**src/rtl/sa_pkg.sv**
```systemverilog
// Shared types and helpers for the systolic-array operand feeder.
// Provides the feeder state encoding and the drain-length helper.
package sa_pkg;

    typedef enum logic [1:0] {
        SA_IDLE  = 2'd0,
        SA_LOAD  = 2'd1,
        SA_FEED  = 2'd2,
        SA_DRAIN = 2'd3
    } sa_feed_state_t;

    // Longest lane delay chain decides how long the skewed tail takes to leave
    function automatic int sa_max_lanes(input int n, input int p);
        return (n > p) ? n : p;
    endfunction

endpackage

```
**src/rtl/sa_lane_delay.sv**
```systemverilog
// Fixed-length shift register of {valid,data} used to skew one array lane.
// DLY=0 degenerates to a pure wire.
module sa_lane_delay #(
    parameter int WIDTH = 8,
    parameter int DLY   = 0
) (
    input  logic             clk,
    input  logic             rst,
    input  logic             in_valid,
    input  logic [WIDTH-1:0] in_data,
    output logic             out_valid,
    output logic [WIDTH-1:0] out_data
);

    generate
        if (DLY == 0) begin : g_wire
            logic unused_clk_rst_s;
            assign unused_clk_rst_s = clk ^ rst;
            assign out_valid        = in_valid;
            assign out_data         = in_data;
        end else begin : g_shift
            logic [DLY-1:0]   valid_r;
            logic [WIDTH-1:0] data_r [DLY];

            // Advance valid and data together so a lane's data never outlives its valid
            always_ff @(posedge clk or posedge rst) begin
                if (rst) begin
                    valid_r <= '0;
                    for (int s = 0; s < DLY; s++) begin
                        data_r[s] <= '0;
                    end
                end else begin
                    valid_r[0] <= in_valid;
                    data_r[0]  <= in_data;
                    for (int s = 1; s < DLY; s++) begin
                        valid_r[s] <= valid_r[s-1];
                        data_r[s]  <= data_r[s-1];
                    end
                end
            end

            assign out_valid = valid_r[DLY-1];
            assign out_data  = data_r[DLY-1];
        end
    endgenerate

endmodule

```
**src/rtl/sa_skew_feeder.sv**
```systemverilog
// Tile buffer plus diagonal skew feeder for an N x P systolic array.
// Optional build macro SA_FEEDER_ZERO_PAD_EN forces lane data to zero while its valid is low.
module sa_skew_feeder
    import sa_pkg::*;
#(
    parameter int DIN_WIDTH = 8,
    parameter int N         = 4,
    parameter int P         = 4,
    parameter int DEPTH     = 16
) (
    input  logic                   sys_clk,
    input  logic                   rst,
    input  logic                   start,
    input  logic [7:0]             k_minus_one,
    input  logic                   in_valid,
    output logic                   in_ready,
    input  logic [DIN_WIDTH*N-1:0] in_a,
    input  logic [DIN_WIDTH*P-1:0] in_b,
    output logic [DIN_WIDTH*N-1:0] out_a,
    output logic [N-1:0]           out_a_valid,
    output logic [DIN_WIDTH*P-1:0] out_b,
    output logic [P-1:0]           out_b_valid,
    output logic                   busy,
    output logic                   done,
    output logic                   k_clamped
);

    localparam int AW = $clog2(DEPTH);
    localparam int L  = sa_max_lanes(N, P);
    localparam int DW = $clog2(L + 1);
    localparam int AB = DIN_WIDTH * N;
    localparam int BB = DIN_WIDTH * P;

    sa_feed_state_t state_r;
    sa_feed_state_t state_nx_s;

    logic [AW-1:0]    ptr_r;
    logic [AW-1:0]    k_last_r;
    logic [DW-1:0]    drain_cnt_r;
    logic             k_clamped_r;
    logic             in_ready_r;
    logic             busy_r;
    logic             done_r;

    logic             clamp_s;
    logic [AW-1:0]    k_last_s;
    logic             ptr_last_s;
    logic             drain_last_s;
    logic             wr_en_s;
    logic             feed_en_s;

    logic [AB+BB-1:0] buf_mem [DEPTH];
    logic [AB+BB-1:0] rd_word_s;

    logic             feed_valid_r;
    logic [AB-1:0]    feed_a_r;
    logic [BB-1:0]    feed_b_r;

    assign clamp_s      = ({1'b0, k_minus_one} >= 9'(DEPTH));
    assign k_last_s     = clamp_s ? AW'(DEPTH - 1) : k_minus_one[AW-1:0];
    assign ptr_last_s   = (ptr_r == k_last_r);
    assign drain_last_s = (drain_cnt_r == DW'(L - 1));

    // Next-state decode and load/feed strobes
    always_comb begin
        state_nx_s = state_r;
        wr_en_s    = 1'b0;
        feed_en_s  = 1'b0;
        case (state_r)
            SA_IDLE: begin
                if (start) begin
                    state_nx_s = SA_LOAD;
                end else begin
                    state_nx_s = SA_IDLE;
                end
            end
            SA_LOAD: begin
                wr_en_s = in_valid && in_ready_r;
                if (wr_en_s && ptr_last_s) begin
                    state_nx_s = SA_FEED;
                end else begin
                    state_nx_s = SA_LOAD;
                end
            end
            SA_FEED: begin
                feed_en_s = 1'b1;
                if (ptr_last_s) begin
                    state_nx_s = SA_DRAIN;
                end else begin
                    state_nx_s = SA_FEED;
                end
            end
            SA_DRAIN: begin
                if (drain_last_s) begin
                    state_nx_s = SA_IDLE;
                end else begin
                    state_nx_s = SA_DRAIN;
                end
            end
            default: begin
                state_nx_s = SA_IDLE;
            end
        endcase
    end

    // Sequencing state, shared write/read pointer and registered status outputs
    always_ff @(posedge sys_clk or posedge rst) begin
        if (rst) begin
            state_r     <= SA_IDLE;
            ptr_r       <= '0;
            k_last_r    <= '0;
            drain_cnt_r <= '0;
            k_clamped_r <= 1'b0;
            in_ready_r  <= 1'b0;
            busy_r      <= 1'b0;
            done_r      <= 1'b0;
        end else begin
            state_r    <= state_nx_s;
            in_ready_r <= (state_nx_s == SA_LOAD);
            busy_r     <= (state_nx_s != SA_IDLE);
            done_r     <= (state_r == SA_DRAIN) && drain_last_s;

            // The pointer wraps to 0 at the K-th entry so FEED reuses it as the read index
            if ((state_r == SA_IDLE) && start) begin
                ptr_r       <= '0;
                k_last_r    <= k_last_s;
                k_clamped_r <= clamp_s;
            end else if (wr_en_s || feed_en_s) begin
                ptr_r <= ptr_last_s ? '0 : ptr_r + AW'(1);
            end else begin
                ptr_r <= ptr_r;
            end

            if (state_r == SA_DRAIN) begin
                drain_cnt_r <= drain_cnt_r + DW'(1);
            end else begin
                drain_cnt_r <= '0;
            end
        end
    end

    // Tile storage; contents intentionally survive reset and tile boundaries
    always_ff @(posedge sys_clk) begin
        if (wr_en_s) begin
            buf_mem[ptr_r] <= {in_a, in_b};
        end
    end

    assign rd_word_s = buf_mem[ptr_r];

    // Lane-0 stage register feeding every delay chain
    always_ff @(posedge sys_clk or posedge rst) begin
        if (rst) begin
            feed_valid_r <= 1'b0;
            feed_a_r     <= '0;
            feed_b_r     <= '0;
        end else begin
            feed_valid_r <= feed_en_s;
            if (feed_en_s) begin
                feed_a_r <= rd_word_s[AB+BB-1:BB];
                feed_b_r <= rd_word_s[BB-1:0];
            end
`ifdef SA_FEEDER_ZERO_PAD_EN
            else begin
                // Zeros entering here ride down every chain alongside valid=0
                feed_a_r <= '0;
                feed_b_r <= '0;
            end
`endif
        end
    end

    generate
        for (genvar i = 0; i < N; i++) begin : g_a_lane
            sa_lane_delay #(
                .WIDTH (DIN_WIDTH),
                .DLY   (i)
            ) u_a_dly (
                .clk       (sys_clk),
                .rst       (rst),
                .in_valid  (feed_valid_r),
                .in_data   (feed_a_r[i*DIN_WIDTH +: DIN_WIDTH]),
                .out_valid (out_a_valid[i]),
                .out_data  (out_a[i*DIN_WIDTH +: DIN_WIDTH])
            );
        end
        for (genvar j = 0; j < P; j++) begin : g_b_lane
            sa_lane_delay #(
                .WIDTH (DIN_WIDTH),
                .DLY   (j)
            ) u_b_dly (
                .clk       (sys_clk),
                .rst       (rst),
                .in_valid  (feed_valid_r),
                .in_data   (feed_b_r[j*DIN_WIDTH +: DIN_WIDTH]),
                .out_valid (out_b_valid[j]),
                .out_data  (out_b[j*DIN_WIDTH +: DIN_WIDTH])
            );
        end
    endgenerate

    assign in_ready  = in_ready_r;
    assign busy      = busy_r;
    assign done      = done_r;
    assign k_clamped = k_clamped_r;

endmodule

```
**config.mk**
```make
export PLATFORM = sky130hd
export DESIGN_NAME = sa_skew_feeder
export DESIGN_NICKNAME = d
export VERILOG_FILES = /design/src/rtl/sa_pkg.sv /design/src/rtl/sa_lane_delay.sv /design/src/rtl/sa_skew_feeder.sv
export SDC_FILE = /design/constraint.sdc
export NUM_CORES = 1
export LEC_CHECK = 0
export ABC_AREA = 0
export CAP_MARGIN = 30
export CORE_UTILIZATION = 55
export DETAILED_ROUTE_END_ITERATION = 6
export GPL_TIMING_DRIVEN = 0
export HOLD_SLACK_MARGIN = 0.03
export MAX_ROUTING_LAYER = met4
export PLACE_DENSITY = 0.73
export SETUP_SLACK_MARGIN = 0.1
export SLEW_MARGIN = 20
export SYNTH_ARGS = -nofsm -noshare
export SYNTH_HDL_FRONTEND = slang
export SYNTH_SLANG_ARGS = --single-unit
```
**constraint.sdc**
```tcl
create_clock -name sys_clk -period 17.7 [get_ports sys_clk]
set_input_delay 4.425 -clock sys_clk [delete_from_list [all_inputs] [get_ports sys_clk]]
set_output_delay 4.425 -clock sys_clk [all_outputs]
set_load 0.1 [all_outputs]
```
Word level (Yosys, flattened, before mapping)
Memory sizes are Yosys's and may differ from the RTL's. A register that Yosys moved wholly into a read port is not among the register bits.
Cells that the tools add are included.
- $add $sub $neg: 2
- order comparisons: 1
- equality and inequality tests: 6
- mux-type cells: 14
- reductions and logical operators: 8
- operator list (cell ; count):
    2-to-1 mux 4 bit ; 4
    greater-or-equal comparator 8 x 5 -> 1 bit (second input constant) ; 1
    case mux 2 bit (4 select lines) ; 1
    2-to-1 mux 1 bit ; 6
    adder 4 x 1 -> 4 bit (second input constant) ; 1
    equality test 2 x 1 -> 1 bit (second input constant) ; 2
    equality test 2 bit (second input constant) ; 2
    equality test 4 bit ; 1
    logical AND 1 bit ; 4
    2-to-1 mux 2 bit ; 2
    nonzero test 2 bit ; 2
    adder 3 x 1 -> 3 bit (second input constant) ; 1
    equality test 3 x 2 -> 1 bit (second input constant) ; 1
    2-to-1 mux 3 bit ; 1
    zero test 2 bit ; 1
    logical OR 1 bit ; 1
- bits in registers: 125
- RAM bits: 1024
- input bits: 76
- output and inout bits: 76
- word-level logic and storage cells: 58
- memories: 1
- memory list (name ; words ; bits a word ; rd ports ; clocked after memory_dff ; write ports ; line ; RTL):
    buf_mem ; 16 ; 64 ; 1 ; 1 ; 1 ; sa_skew_feeder.sv:52 ; logic [AB+BB-1:0] buf_mem [DEPTH];

Depth between registers and ports, before layout
- word-level depth: 5
- gate-level depth with buffers: 8

Cells and area by module
A second synthesis with hierarchy kept.
- cells, all modules: 2424
- area total of the unflattened synthesis: 45482.4 µm²
- by module, submodules not included (module ; times used ; cells an instance ; area each (µm²)):
    sa_skew_feeder ; 1 ; 2260 ; 42381.9
    sa_lane_delay at g_a_lane[3].u_a_dly ... ; 2 ; 36 ; 739.5
    sa_lane_delay at g_a_lane[2].u_a_dly ... ; 2 ; 27 ; 514.2
    sa_lane_delay at g_a_lane[1].u_a_dly ... ; 2 ; 10 ; 229.0
    sa_lane_delay at g_a_lane[0].u_a_dly ... ; 2 ; 9 ; 67.6

Least setup slack after synthesis
OpenSTA, ideal clock, no wires.
- path type: in2reg
- start point: input port in_valid
- end point: memory buf_mem[0][0] in the netlist's numbering (enable)
- setup time: 0.486 ns
- data arrival time: 7.566 ns
- required time: 17.214 ns
- path slack: 9.647 ns
- cell stages on the path: 4
- path through: nand3_1 nor2_1 nand2_1 nor2_1
- word-level cells in the longest chain between the ends: 4
- RTL lines (element ; line ; RTL):
    start: declaration ; sa_skew_feeder.sv:15 ; input logic in_valid,
    logical AND 1 bit ; sa_skew_feeder.sv:78 ; wr_en_s = in_valid && in_ready_r;
    2-to-1 mux 1 bit ; sa_skew_feeder.sv:69 ; case (state_r)
    2-to-1 mux 1 bit ; sa_skew_feeder.sv:144 ; if (wr_en_s) begin
    2-to-1 mux 1 bit (implied by the code) ; sa_skew_feeder.sv:145 ; buf_mem[ptr_r] <= {in_a, in_b};
    end: declaration ; sa_skew_feeder.sv:52 ;
No other way between the ends.

Final worst setup path
- start point: register feed_b_r[0], read port of buf_mem
- end point: output port out_b[0]
- RTL lines (element ; line ; RTL):
    start: declaration ; sa_skew_feeder.sv:57 ; logic [BB-1:0] feed_b_r;
    end: declaration ; sa_skew_feeder.sv:21 ; output logic [DIN_WIDTH*P-1:0] out_b,
No word-level cell between the ends.

==> flow_metrics.env <==
export IMPL_status="complete, no violations"
export IMPL_hold_viol_final=0
export IMPL_via_per_inst=6.31
export IMPL_synth_edff_count=1024
export IMPL_rrSetupSlack_ps=14040
export IMPL_syn_num_nets=2531
export IMPL_fp_dieH_um=289
export IMPL_area_growth_syn_to_layout_pct=18.8
export IMPL_syn_cell_area_sq_um=45200
export IMPL_synth_flop_cell="edfxtp_1"
export IMPL_grt_max_degree=80
export IMPL_critPathBufInv=2
export IMPL_synth_async_sr_flop_share_pct=15.0
export IMPL_timing_hold_ws_ps=347
export IMPL_synthCells=2449
export IMPL_post_dp_hpwl_um=72700
export IMPL_clock_latency_ps=690
export IMPL_leakage_nw=17.9
export IMPL_synth_seq_cells=1205
export IMPL_skew_ps=23.7
export IMPL_numCtsBuffers=115
export IMPL_path_class="reg -> out"
export IMPL_cts_tree="yes"
export IMPL_dr_first_iter_drc_count=3104
export IMPL_die_area_sq_um=83300
export IMPL_fp_coreArea_sq_um=80900
export IMPL_boundaryPins=152
export IMPL_clk_path_buf_depth=3
export IMPL_cap_viol_max_count=0
export IMPL_die_x_um=289
export IMPL_ctsHoldBuffers=0
export IMPL_worst_r2r_endpoint="buf_mem[8][39]$_DFFE_PP_"
export IMPL_rows=104
export IMPL_irDropWorstVdd_mv=0.106
export IMPL_fmax_ghz=0.147
export IMPL_path_cells="buf_4 -> clkdlybuf4s50_1"
export IMPL_power_mw=8.77
export IMPL_overflow=0
export IMPL_hp_class="reg -> reg"
export IMPL_period_minus_slack_ps=6820
export IMPL_root_buffer="clkbuf_16"
export IMPL_drcViolationCount=0
export IMPL_relSlewSlack_pct=26.8
export IMPL_cellPowerDensity_nw_per_um2=163
export IMPL_cts_htree_levels=3
export IMPL_drt_pass1_iterations=6
export IMPL_nNetsFinal=2861
export IMPL_worstMarginPinSlew_ps=1100
export IMPL_slowest_delay_ps=1110
export IMPL_cts_resized=0
export IMPL_port_buffers=151
export IMPL_cp_end_kind="output port"
export IMPL_syn_avg_cell_area_sq_um=18.4
export IMPL_finalCritPeriodShare_pct=38.5
export IMPL_clk_pin_slew_ps=60
export IMPL_synth_seq_area_share_pct=78.1
export IMPL_cts_setup_buffers=0
export IMPL_min_path_cells=0
export IMPL_worstHoldEndpoint="g_b_lane[2].u_b_dly.out_data[5]$_DFF_PP0_"
export IMPL_initial_core_util_pct=55.8
export IMPL_globalplace_congestion=0.832
export IMPL_grt_setup_unrepaired="false"
export IMPL_grt_pass1_vias=25300
export IMPL_slew_violations=0
export IMPL_finalWirelength_um=115000
export IMPL_antenna_found_initial=11
export IMPL_ff2ff_path_depth=9
export IMPL_grt_pass1_wl_um=166000
export IMPL_critical_path_top_delay_family="buffers and inverters"
export IMPL_cp_slowest_cell="clkdlybuf4s50_1"
export IMPL_post_drt_wl_per_cell_um=29.2
export IMPL_arrival_ps=2400
export IMPL_setup_tns_ps=0
export IMPL_grt_usage_pct=28.7
export IMPL_required_ps=13280
export IMPL_cts_sinks=1205
export IMPL_worstHoldStart="g_b_lane[2].u_b_dly.g_shift.data_r[13]$_DFF_PP0_"
export IMPL_setup_viol=0
export IMPL_fin_util_pct=66.3
export IMPL_ys_warn_count=0
export IMPL_reg2reg_from="ptr_r[0]$_DFFE_PP0P_"
export IMPL_synth_distinct_cells=48
export IMPL_drive_above_1_share_pct=16.4
export IMPL_ant_nets=0
export IMPL_cp_max_fo=2
export IMPL_vias=25000
export IMPL_worstSetupStartpointType="flop"
==> cell type report <==
cell class	instances	area (sq um)
sequential	1205	35300
fill	5129	27300
multi-input combinational	1039	8810
clock buffer	151	3210
timing repair buffer	213	3090
tap	1060	1330
buffer	196	1170
clock inverter	69	702
inverter	9	41.3
antenna	9	22.5
==> flip-flops by register name (all words and copies together) (netlist names), 4 cells and up <==
signal	count
buf_mem	1024
feed_a_r	32
feed_b_r	32
g_a_lane.u_a_dly.g_shift.data_r	24
g_a_lane.u_a_dly.out_data	24
g_b_lane.u_b_dly.g_shift.data_r	24
g_b_lane.u_b_dly.out_data	24
k_last_r	4
ptr_r	4
==> worst max-delay path by stage <==
stage                                        from                         to  slack (ps)  cells past startpoint
after floorplan                               rst             busy$_DFF_PP0_        8360                      1
after global placement                        rst    feed_a_r[2]$_DFFE_PP0P_        4980                      2
after detailed placement                 in_valid  buf_mem[11][34]$_DFFE_PP_       10410                      7
after CTS                 feed_b_r[0]$_DFFE_PP0P_                   out_b[0]       10880                      2
after global routing      feed_b_r[0]$_DFFE_PP0P_                   out_b[0]       10850                      2
final                     feed_b_r[0]$_DFFE_PP0P_                   out_b[0]       10880                      2
==> kinds of logic after synthesis <==
kind of cell / after synthesis / share of synthesized area (%)
flip-flops: 1205 / 78.1
buffers and inverters: 205 / 2.67
AND/OR/NAND/NOR: 199 / 1.94
AO/OA/AOI/OAI: 444 / 6.59
XOR/XNOR: 4 / 0.0775
multiplexers: 386 / 10.5
adder cells (fa/ha/maj): 6 / 0.166
==> report_power, final <==
part           total [mW]  internal [mW]  switching [mW]
combinational        2.74          0.860            1.88
sequential           3.51           3.38           0.131
clock                2.51           1.46            1.05
total                8.77           5.71            3.06
==> cell usage in the layout, fill, tap and decap left out, types with 6 or more instances in the layout <==
cell             count
edfxtp_1          1024
mux2i_1            316
dfrtp_1            181
clkdlybuf4s50_1    151
clkbuf_16          117
o21ai_0            100
nor2_1              95
buf_4               84
a21oi_1             82
clkbuf_1            76
a221oi_1            74
mux4_2              69
a211oi_1            61
buf_16              46
buf_2               42
nand2_1             41
o2bb2ai_1           41
o22ai_1             32
clkinv_2            25
a31oi_1             24
nand2b_1            19
clkinv_1            19
nor2_4              16
clkbuf_8            15
buf_12              15
bufinv_16           13
a22o_1              11
diode_2              9
buf_6                9
o32ai_1              6
ha_1                 6
clkinvlp_4           6
==> synthesized netlist by cell type (2+ instances only) <==
cell type / number / area [sq um]
o22ai_1: 32 / 200
a22oi_1: 5 / 37.5
edfxtp_1: 1024 / 30700
ha_1: 6 / 75.1
nand2_1: 41 / 154
buf_6: 9 / 101
xnor2_1: 4 / 35.0
nor3_1: 4 / 20.0
clkinv_1: 2 / 7.51
inv_1: 6 / 22.5
nor2b_1: 5 / 31.3
nand3_1: 3 / 15.0
nand2b_1: 19 / 119
mux4_2: 69 / 1550
o21ai_1: 2 / 10.0
mux2i_1: 316 / 3160
a22o_1: 11 / 96.3
buf_4: 84 / 631
buf_1: 4 / 15.0
and3_1: 2 / 12.5
dfrtp_1: 181 / 4530
nand3b_1: 5 / 37.5
nor2_1: 111 / 417
o21ai_0: 100 / 500
a31oi_1: 24 / 150
o2bb2ai_1: 41 / 359
a221oi_1: 74 / 648
a211oi_1: 61 / 458
buf_2: 42 / 210
a21oi_1: 82 / 410
clkbuf_1: 57 / 214
o32ai_1: 6 / 52.6
or3b_1: 2 / 17.5
==> layer usage <==
| metal | part of all wire (%) | track usage (%) |
|---|---|---|
| met3 | 10 | 5.62 |
| met5 | 0 | - |
| met1 | 38 | 37.6 |
| met4 | 3.6 | 11.8 |
| met2 | 48 | 44.5 |
==> stage by stage <==
stage          std cells  setup slack [ps]  area, sq um
2_1_floorplan       2449              8360        45200
3_3_place_gp        3660              4980        48000
3_5_place_dp        3722             10410        49700
4_1_cts             3942             10880        53600
5_1_grt             3951             10850        53700
6_report            3951             10880        53700
Note: power is estimated with default switching activity, not from simulation.
